--- src/rtl/router_pkg.sv ---
// Shared types and constants for the router packet transmitter: FSM states,
// header field layout and buffer sizing.
package router_pkg;

    typedef enum logic [1:0] {
        ST_IDLE    = 2'd0,
        ST_HEADER  = 2'd1,
        ST_PAYLOAD = 2'd2,
        ST_PARITY  = 2'd3
    } tx_state_e;

    localparam logic [1:0] ADDR_INVALID = 2'd3;
    localparam logic [5:0] MAX_LEN      = 6'd63;

    // One spare slot above the longest payload keeps a full packet plus a byte buffered.
    localparam int BUF_DEPTH = int'(MAX_LEN) + 1;
    localparam int BUF_AW    = 6;

    localparam int HDR_ADDR_LSB = 0;
    localparam int HDR_LEN_LSB  = 2;

    function automatic logic [7:0] make_header(input logic [5:0] len, input logic [1:0] addr);
        logic [7:0] hdr;
        hdr = 8'h00;
        hdr[HDR_ADDR_LSB +: 2] = addr;
        hdr[HDR_LEN_LSB +: 6]  = len;
        return hdr;
    endfunction

endpackage

--- src/rtl/router_tx_buf.sv ---
// Circular payload buffer with occupancy count, overflow pulse and a
// combinational head read for the transmitter.
module router_tx_buf #(
    parameter int DEPTH = 64,
    parameter int AW    = 6
) (
    input  logic          clock,
    input  logic          reset,
    input  logic          wr_i,
    input  logic [7:0]    wr_data_i,
    input  logic          pop_i,
    output logic [7:0]    head_o,
    output logic [AW:0]   count_o,
    output logic          ovf_o
);

    logic [7:0]  mem_q [DEPTH];
    logic [AW-1:0] wr_ptr_q;
    logic [AW-1:0] rd_ptr_q;
    logic [AW:0]   count_q;
    logic          ovf_q;
    logic          full;
    logic          wr_ok;

    assign full  = (count_q == (AW+1)'(DEPTH));
    // A pop in the same cycle frees the slot, so a write at full still lands.
    assign wr_ok = wr_i && (!full || pop_i);

    always_ff @(posedge clock) begin
        if (reset) begin
            wr_ptr_q <= '0;
            rd_ptr_q <= '0;
            count_q  <= '0;
            ovf_q    <= 1'b0;
        end else begin
            if (wr_ok) wr_ptr_q <= wr_ptr_q + 1'b1;
            if (pop_i) rd_ptr_q <= rd_ptr_q + 1'b1;
            unique case ({wr_ok, pop_i})
                2'b10:   count_q <= count_q + 1'b1;
                2'b01:   count_q <= count_q - 1'b1;
                default: count_q <= count_q;
            endcase
            ovf_q <= wr_i && !wr_ok;
        end
    end

    always_ff @(posedge clock) begin
        if (wr_ok) mem_q[wr_ptr_q] <= wr_data_i;
    end

    assign head_o  = mem_q[rd_ptr_q];
    assign count_o = count_q;
    assign ovf_o   = ovf_q;

endmodule

--- src/rtl/router_pkt_tx.sv ---
// Router input-port writer: buffers host payload, then sends header,
// payload and XOR parity under the router's pkt_valid/busy byte protocol.
module router_pkt_tx
    import router_pkg::*;
#(
    parameter int DEPTH = BUF_DEPTH,
    parameter int AW    = BUF_AW
) (
    input  logic          clock,
    input  logic          reset,
    input  logic          pl_wr,
    input  logic [7:0]    pl_data,
    input  logic          start,
    input  logic [1:0]    dest_addr,
    input  logic [5:0]    pay_len,
    input  logic          busy,
    output logic [7:0]    data_out,
    output logic          pkt_valid,
    output logic          tx_ready,
    output logic          done,
    output logic          err,
    output logic          ovf,
    output logic [AW:0]   buf_count,
    output logic [1:0]    dbg_state
);

    // Handshake: in HEADER/PAYLOAD/PARITY the byte on data_out is consumed
    // on every rising edge where busy=0; with busy=1 everything holds.

    tx_state_e   state_q;
    logic [1:0]  addr_q;
    logic [5:0]  len_q;
    logic [5:0]  cnt_q;
    logic [7:0]  parity_q;
    logic        done_q;
    logic        err_q;
    logic [7:0]  head;
    logic        pop;
    logic        start_bad;

    assign pop       = (state_q == ST_PAYLOAD) && !busy;
    assign start_bad = (dest_addr == ADDR_INVALID) || (pay_len == 6'd0) ||
                       ({1'b0, pay_len} > buf_count);

    router_tx_buf #(.DEPTH(DEPTH), .AW(AW)) u_buf (
        .clock     (clock),
        .reset     (reset),
        .wr_i      (pl_wr),
        .wr_data_i (pl_data),
        .pop_i     (pop),
        .head_o    (head),
        .count_o   (buf_count),
        .ovf_o     (ovf)
    );

    always_ff @(posedge clock) begin
        if (reset) begin
            state_q  <= ST_IDLE;
            addr_q   <= 2'd0;
            len_q    <= 6'd0;
            cnt_q    <= 6'd0;
            parity_q <= 8'h00;
            done_q   <= 1'b0;
            err_q    <= 1'b0;
        end else begin
            done_q <= 1'b0;
            err_q  <= 1'b0;
            unique case (state_q)
                ST_IDLE: begin
                    if (start) begin
                        if (start_bad) begin
                            err_q <= 1'b1;
                        end else begin
                            addr_q  <= dest_addr;
                            len_q   <= pay_len;
                            state_q <= ST_HEADER;
                        end
                    end
                end
                ST_HEADER: begin
                    if (!busy) begin
                        parity_q <= make_header(len_q, addr_q);
                        cnt_q    <= 6'd0;
                        state_q  <= ST_PAYLOAD;
                    end
                end
                ST_PAYLOAD: begin
                    if (!busy) begin
                        parity_q <= parity_q ^ head;
                        cnt_q    <= cnt_q + 6'd1;
                        // len=63 finishes at cnt=62, so the 6-bit counter never wraps.
                        if (cnt_q == len_q - 6'd1) state_q <= ST_PARITY;
                    end
                end
                ST_PARITY: begin
                    if (!busy) begin
                        state_q <= ST_IDLE;
                        done_q  <= 1'b1;
                    end
                end
                default: state_q <= ST_IDLE;
            endcase
        end
    end

    always_comb begin
        data_out = 8'h00;
        unique case (state_q)
            ST_HEADER:  data_out = make_header(len_q, addr_q);
            ST_PAYLOAD: data_out = head;
            ST_PARITY:  data_out = parity_q;
            default:    data_out = 8'h00;
        endcase
    end

    assign pkt_valid = (state_q == ST_HEADER) || (state_q == ST_PAYLOAD);
    assign tx_ready  = (state_q == ST_IDLE);
    assign done      = done_q;
    assign err       = err_q;
    assign dbg_state = state_q;

endmodule

--- config.mk ---
export PLATFORM = sky130hd
export DESIGN_NAME = router_pkt_tx
export DESIGN_NICKNAME = d
export VERILOG_FILES = /design/src/rtl/router_pkg.sv /design/src/rtl/router_tx_buf.sv /design/src/rtl/router_pkt_tx.sv
export SDC_FILE = /design/constraint.sdc
export NUM_CORES = 1
export LEC_CHECK = 0
export BUFFER_PORTS_ARGS = -buffer_cell sky130_fd_sc_hd__buf_2
export CAP_MARGIN = 30
export CORE_MARGIN = 2
export CORE_UTILIZATION = 65
export CTS_BUF_LIST = sky130_fd_sc_hd__clkbuf_4 sky130_fd_sc_hd__clkbuf_8 sky130_fd_sc_hd__clkbuf_16
export CTS_CLUSTER_DIAMETER = 40
export CTS_CLUSTER_SIZE = 24
export DETAILED_ROUTE_END_ITERATION = 12
export PLACE_DENSITY_LB_ADDON = 0.08
export REMOVE_ABC_BUFFERS = 1
export SKIP_LAST_GASP = 1
export SYNTH_ARGS = -nofsm -noshare
export SYNTH_HDL_FRONTEND = slang
export SYNTH_HIERARCHICAL = 1
export SYNTH_SLANG_ARGS = --single-unit
--- constraint.sdc ---
create_clock -name clock -period 8.4 [get_ports clock]
set_input_delay 1.68 -clock clock [delete_from_list [all_inputs] [get_ports clock]]
set_output_delay 1.68 -clock clock [all_outputs]
set_load 0.05 [all_outputs]
==> impl.org, run 1 <==
** Final layout
- The post-route netlist has 24.2% of its cells at a drive strength greater than 1.
- Relative area change from synthesis to final layout :: 11.4%
- Final net count :: 1349
- After routing the design area is 25400 um2.
- The number of antenna diodes in the final layout is 0.
- Post-layout instance count excluding filler cells :: 1808

** GRT
- Largest net degree at the start of global routing :: 65
- Overall overflow remaining after global route :: 0
- The first global-routing pass estimated 74700 um of wire.
- The number of global-route vias before repair was 11632.
- The initial antenna violation count is 0.
- Global routing used 28.5% of the available tracks.

** Synth
- Warnings from Yosys :: 6
- Distinct cells, synth :: 65
- The most used flip-flop cell after synthesis is edfxtp_1.
- Sequential element share of the synthesized area :: 72.0%
- The most common cell in the synthesized netlist is edfxtp_1.
- Average size of a mapped cell :: 18.2 um2
- Area share of the largest cell type after synthesis :: 67.4%
- Flops & latches, synth :: 564
- Synthesis produced 1254 cells.
- The synthesized design contains 512 enable-type register cells.
- The synthesized design spends more area on one cell type than any other, namely edfxtp_1.
- By area the synthesized netlist is led by edfxtp_1, mux4_2, dfxtp_1.
- After synthesis the cells add up to 22800 um2.
- Post-synth top cells :: edfxtp_1, nor2_1, mux4_2
- Of all flip-flops after synthesis, the portion carrying an async set or reset was 0%.

** Timing
- Clock Skew :: 0.0173 ns
- Highest attainable clock frequency :: 167 MHz
- Final Critical Period :: 5.97 ns
- Final-layout worst hold slack :: 0.496 ns
- Unrepaired setup endpoints after global routing :: false
- The number of slew-limit violations in the final report is 0.
- After routing, the total negative slack on setup checks comes to 0 ns.
- In the finished design, the share of the clock period the worst path needs comes to 71.1%.
- The final count of hold timing violations came to 0.
- Setup violations remaining at the end of the flow were counted as 0.
- Relative max-transition margin :: 31.6%
- At the pin with the least slew margin, the transition time is 1.02 ns.

** Detailed routing
- Via-per-instance ratio :: 6.65
- Total vias in the final route :: 12015
- Drt pass-1 iters :: 6
- After detailed routing, the number of remaining DRC violations is 0.
- Summed over all layers, the routed wires come to 49900 um.
- After the first detailed-routing iteration, the DRC count stood at 1457.
- Routed len/inst :: 27.6 um
- Routed Antenna Nets :: 0

** Floorplan
- Number of top-level pins :: 43
- The floorplan has 68 rows.
- Core area :: 34500 um2
- Starting utilization of the core area :: 66.0%
- The die covers 36600 um2.
- Die span in y :: 191 um
- From left edge to right edge, the die measures 191 um.

** Clock tree
- Post-CTS repair changed the size of 0 cells.
- CTS Buf Count :: 56
- Clock edge transition at the registers on the reported setup and hold paths :: 0.06 ns
- The number of hold buffers added after CTS was 0.
- # clock sinks :: 564
- The longest clock path from root to sink contains 3 buffers.
- After clock tree synthesis, the setup repair step added 0 buffers.
- Clock tree from TritonCTS :: yes
- Insertion delay of the later-clocked pin in the worst-skew pair :: 0.60 ns
- The tree is rooted in a clkbuf_16.
- In this run the number of H-tree levels came out at 2.

** Critical path
- Slowest cell on the critical path :: dfxtp_4
- CP arrival :: 4.29 ns
- By instance count, the cell type seen most on the critical path is nor2_1.
- Along the worst path, the maximum fanout reaches 51.
- STA puts the critical path data required time at 6.72 ns.
- Worst Setup Path Type :: register to output pin
- The critical path goes through buf_4 -> mux4_2 -> nor2_1 -> nor2_1 -> o22ai_1 -> nor4_1 -> a222oi_1 -> nor2_1 -> buf_2.
- Critical Path Source Type :: register
- For this run, the slowest stage of the critical path takes 0.86 ns.
- CP Capture Type :: output pin

** Status
- The flow ran to the end, and the final reports show no timing, DRC or antenna violations.

** Place
- Post-Place Cell Area :: 23500 um2
- Placed instance count :: 1700
- Count of port buffers added during placement :: 42
- Summed over all nets, the half-perimeter wirelength after detailed placement is 30200 um.
- Routability-driven placement finished with a final weighted congestion of 0.836.

** Min path
- Min-delay worst type :: register to register

** Power
- Power density normalized to cell area :: 238 nW/um2
- The analysis attributes to cell leakage a power of 0.00797 uW.
- Worst supply voltage drop on vdd :: 211 uV

** Job
- MaxCap Viol Count :: 0
worst paths after layout:
path                startpoint                 to  slack, ns  cells after the start
hold / removal       addr_q[1]          addr_q[1]       0.50                      2
setup / recovery      register        data_out[3]       2.43                      9
hold reg to reg      addr_q[1]          addr_q[1]       0.50                      2
setup reg to reg  dbg_state[0]  u_buf/mem_q[6][1]       4.04                      9
critical path: cells and delay by family, from the launching register on:
family	cells	cell delay (ns)
and+or+nand+nor	4	1.21
DFF	1	0.86
AOI/OAI and AO/OA	2	0.39
buffers and inverters	2	0.88
muxes	1	0.32
layer usage:
| metal | share of wire, % | track usage (%) | wire (um) | vias up |
|---|---|---|---|---|
| li1 | - | - | - | 5133 |
| met1 | 40 | 42.2 | 19900 | 6159 |
| met2 | 49 | 44.7 | 24500 | 633 |
| met3 | 8.6 | 4.72 | 4270 | 90 |
| met4 | 2.5 | 8.28 | 1250 | 0 |
| met5 | 0 | 0 | 0 | - |
per-stage QoR:
| step | total power (uW) | util (%) | setup WS (ns) |
|---|---|---|---|
| floorplan | 3440 | - | -0.253 |
| CTS | 6080 | 73.4 | 2.49 |
| global placement | 3540 | 67.5 | 3.04 |
| detailed placement | 3560 | 67.9 | 3.14 |
| finish | 6050 | 73.5 | 2.43 |
| global route | 6230 | 73.5 | 2.30 |
cell usage in the layout, fill, tap and decap left out, types with 5 or more instances in the layout:
cell type | synthesis | final
edfxtp_1 | 512 | 512
nor2_1 | 160 | 160
mux4_2 | 143 | 143
clkbuf_16 | 0 | 57
dfxtp_1 | 52 | 49
nand2_1 | 47 | 47
buf_2 | 18 | 42
o21ai_0 | 22 | 22
inv_1 | 19 | 19
a21oi_1 | 19 | 19
ha_1 | 19 | 19
mux2i_1 | 18 | 18
buf_4 | 10 | 14
nor3_1 | 12 | 12
nand3_1 | 11 | 11
xnor2_1 | 11 | 11
o22ai_1 | 11 | 11
a22oi_1 | 10 | 10
inv_6 | 0 | 9
a222oi_1 | 8 | 8
nor2b_1 | 7 | 7
nor4_1 | 7 | 7
xor2_1 | 7 | 7
buf_12 | 0 | 7
a211oi_1 | 6 | 6
nand3b_1 | 6 | 6
or3_1 | 6 | 6
o2bb2ai_1 | 6 | 6
inv_8 | 0 | 6
clkinvlp_4 | 0 | 6
nand4_1 | 5 | 5
clkbuf_4 | 0 | 5
clkinv_1 | 0 | 5
mux2_2 | 5 | 5
logic make-up after synthesis:
family                   Yosys count  share of synthesized area, %
AND/OR/NAND/NOR                  288                          5.74
AO/OA/AOI/OAI                    110                          3.32
buffers and inverters             88                          1.98
multiplexers                     166                          15.2
XOR/XNOR                          18                         0.691
flip-flops                       564                          72.0
adder cells (fa/ha/maj)           20                          1.13
cell type report:
type,count,area [um2]
Clock inverter,41,442
Tap cell,455,569
Timing Repair Buffer,64,483
Fill cell,2054,9140
Clock buffer,62,1460
Sequential cell,564,16400
Multi-Input combinational cell,602,5940
Inverter,20,75.1
power breakdown:
group | leakage [uW] | total (uW) | switching [uW] | internal [uW]
clock | 0.000924 | 2540 | 1110 | 1430
sequential | 0.00503 | 3100 | 21.7 | 3080
combinational | 0.00201 | 409 | 262 | 147
flip-flops by register name, summed over array words and instances, names as in the netlist, named ones only:
signal	flops
cnt_q	6
addr_q	2
u_buf/ovf_o	1
u_buf/mem_q	512
u_buf/wr_ptr_q	6
u_buf/rd_ptr_q	6
done	1
dbg_state	2
len_q	6
err	1
u_buf/count_o	7
parity_q	8
(Power assumes the default switching activity.)
==> inputs of run 2 (changes only) <==
--- a/config.mk
+++ b/config.mk
@@ -8,7 +8,7 @@
 export BUFFER_PORTS_ARGS = -buffer_cell sky130_fd_sc_hd__buf_2
 export CAP_MARGIN = 30
 export CORE_MARGIN = 2
-export CORE_UTILIZATION = 65
+export CORE_UTILIZATION = 62
 export CTS_BUF_LIST = sky130_fd_sc_hd__clkbuf_4 sky130_fd_sc_hd__clkbuf_8 sky130_fd_sc_hd__clkbuf_16
 export CTS_CLUSTER_DIAMETER = 40
 export CTS_CLUSTER_SIZE = 24
==> constraint.sdc (replaced) <==
create_clock -name clock -period 5.85 [get_ports clock]
set_input_delay 1.17 -clock clock [delete_from_list [all_inputs] [get_ports clock]]
set_output_delay 1.17 -clock clock [all_outputs]
set_load 0.05 [all_outputs]
==> impl.org, run 2 (same netlist as run 1, synthesis figures left out) <==
** Clock tree
- The root buffer cell chosen for the clock tree is clkbuf_16.
- Number of gates resized after CTS :: 0
- Clock tree buffer depth :: 3
- The H-tree was split into 3 levels.
- Post-CTS repair timing setup buffer count :: 0
- Clock edge transition at the registers on the reported setup and hold paths :: 0.06 ns
- Insertion delay of the later-clocked pin in the worst-skew pair :: 0.60 ns
- For this design, the CTS-stage hold fixing added 0 buffers.
- TritonCTS created 67 clock buffers.
- TritonCTS built the clock tree.
- The clock drives 564 sinks.

** Detailed routing
- The first routing iteration left 1207 violations.
- Drt pass-1 iters :: 5
- Total vias in the final route :: 12112
- Final wirelength :: 51000 um
- The count of nets left with antenna violations once routing finished came out at 0.
- After detailed routing, the number of remaining DRC violations is 0.
- Via-per-instance ratio :: 6.57
- After detailed routing, the average wire length per cell comes to 27.7 um.

** Final layout
- For this run, the share of the core covered by cells in the final layout is 70.7%.
- The register with the most flip-flops in the final layout is u_buf/mem_q.
- Relative area change from synthesis to final layout :: 12.9%
- Most frequent cells in the layout :: edfxtp_1, nor2_1, mux4_2, clkbuf_16, dfxtp_1
- Layout cells sized above 1 :: 25.5%
- Most common library cell in the layout ignoring fill and taps :: edfxtp_1
- 0 antenna diodes ended up in the layout.
- The register with the most flip-flops in the layout has 512 of them.
- Count of filler cells inserted in the layout :: 2237
- Final net count :: 1364

** Timing
- Setup total negative slack on the finished layout was measured at 0 ns.
- Final-layout worst hold slack :: 0.475 ns
- Final setup margin :: 0.733 ns
- The final count of hold timing violations was 0.
- Total of endpoints with negative setup slack in the final report :: 0
- For this run, the top clock speed supported by timing is 195 MHz.
- Unrepaired setup endpoints after global routing :: false
- The worst path needs 5.12 ns of the cycle, external delays included.
- Relative max-transition margin :: 26.7%
- Measured slew at the worst slew-check pin :: 1.10 ns
- The number of slew-limit violations in the final report is 0.
- Final clock period utilization by the worst path :: 87.5%
- Across the routed clock network, the largest skew measured is 0.0304 ns.

** Job
- The tool flagged a number of max-cap violations equal to 0.

** Critical path
- In this run the worst path has a maximum fanout of 31.
- The largest single stage delay on the critical path is 0.80 ns.
- The worst setup path is of the register to output pin kind.
- For the worst setup path, the data required time is 4.68 ns.
- The worst setup path is captured at an output pin.
- Traced cell by cell, the critical path runs through buf_12 -> mux4_2 -> mux4_2 -> nor2_1 -> nor4_1 -> a222oi_1 -> nor2_1 -> buf_2.
- For this design, the slowest cell found on the critical path is dfxtp_4.
- Critical Path Source Type :: register
- CP arrival :: 3.95 ns

** Place
- At the placement stage, the worst setup path has a slack of 1.37 ns.
- Half-perimeter wire length after placement :: 31400 um
- Weighted congestion reported at the end of routability-driven placement :: 0.860
- Count of port buffers added during placement :: 42

** Power
- Total power for the finished layout comes to 9090 uW.
- Across the VDD grid, the largest voltage drop is 331 uV.
- Static leakage :: 0.00814 uW
- Power density normalized to cell area :: 353 nW/um2

** Floorplan
- Starting utilization of the core area :: 62.6%
- In this run the vertical extent of the chip is 196 um.
- The floorplan step defined a die boundary enclosing 38300 um2.
- The region available for standard cell placement spans 36400 um2.
- The floorplan step set the die width to 196 um.
- In this run the core area contains 70 standard-cell rows.
- 43 I/O pins were placed.

** GRT
- Via count of the first global-routing pass :: 11990
- Largest net degree at the start of global routing :: 65
- Overall overflow remaining after global route :: 0
- The initial antenna violation count was 1.
- Wire length of the first global-routing pass :: 77100 um
- Combined global-route utilization of all metal layers :: 27.8%

** Status
- Outcome :: finished, final reports clean

** Min path
- The worst hold path belongs to the class register to register.
run 2: critical path: cells and delay by family (launching register included):
kind | cells | cell delay (ns)
multiplexers | 2 | 1.07
AO/OA/AOI/OAI | 1 | 0.39
flip-flops | 1 | 0.80
buffers and inverters | 2 | 0.57
AND/OR/NAND/NOR | 3 | 0.50
run 2: area by class of cell:
type	instances	area (um2)	share of cell area (%)
flip-flops and latches	564	16400	63.8
multi-input cells	602	5940	23.1
clock buffers	73	1740	6.76
well taps	468	586	2.27
repair buffers	68	518	2.01
clock inverters	48	468	1.82
inverters	20	75.1	0.292
run 2: path summary, 6_finish.rpt:
kind	from	end	slack, ns	cells after the start
worst min register to register	addr_q[0]	addr_q[0]	0.48	2
worst min-delay path	addr_q[0]	addr_q[0]	0.48	2
worst max-delay path	register	data_out[5]	0.73	8
worst max register to register	dbg_state[0]	u_buf/mem_q[38][0]	1.95	10
run 2: stage by stage:
step	cell area, um2	instances
2_1_floorplan	22400	1186
3_3_place_gp	23500	1717
3_5_place_dp	23500	1721
4_1_cts	25700	1842
5_1_grt	25800	1843
6_report	25800	1843
run 2: where the power goes:
part	internal, uW	switching, uW
clock network	2350	1700
logic	210	369
registers	4420	38.9
run 2: per-layer routing:
layer	GRT usage [%]	routed length (um)	vias to the layer above
met5	0	0	-
li1	-	-	5170
met1	40.2	20700	6309
met4	9.29	1320	0
met2	43.7	24800	560
met3	5.21	4160	73
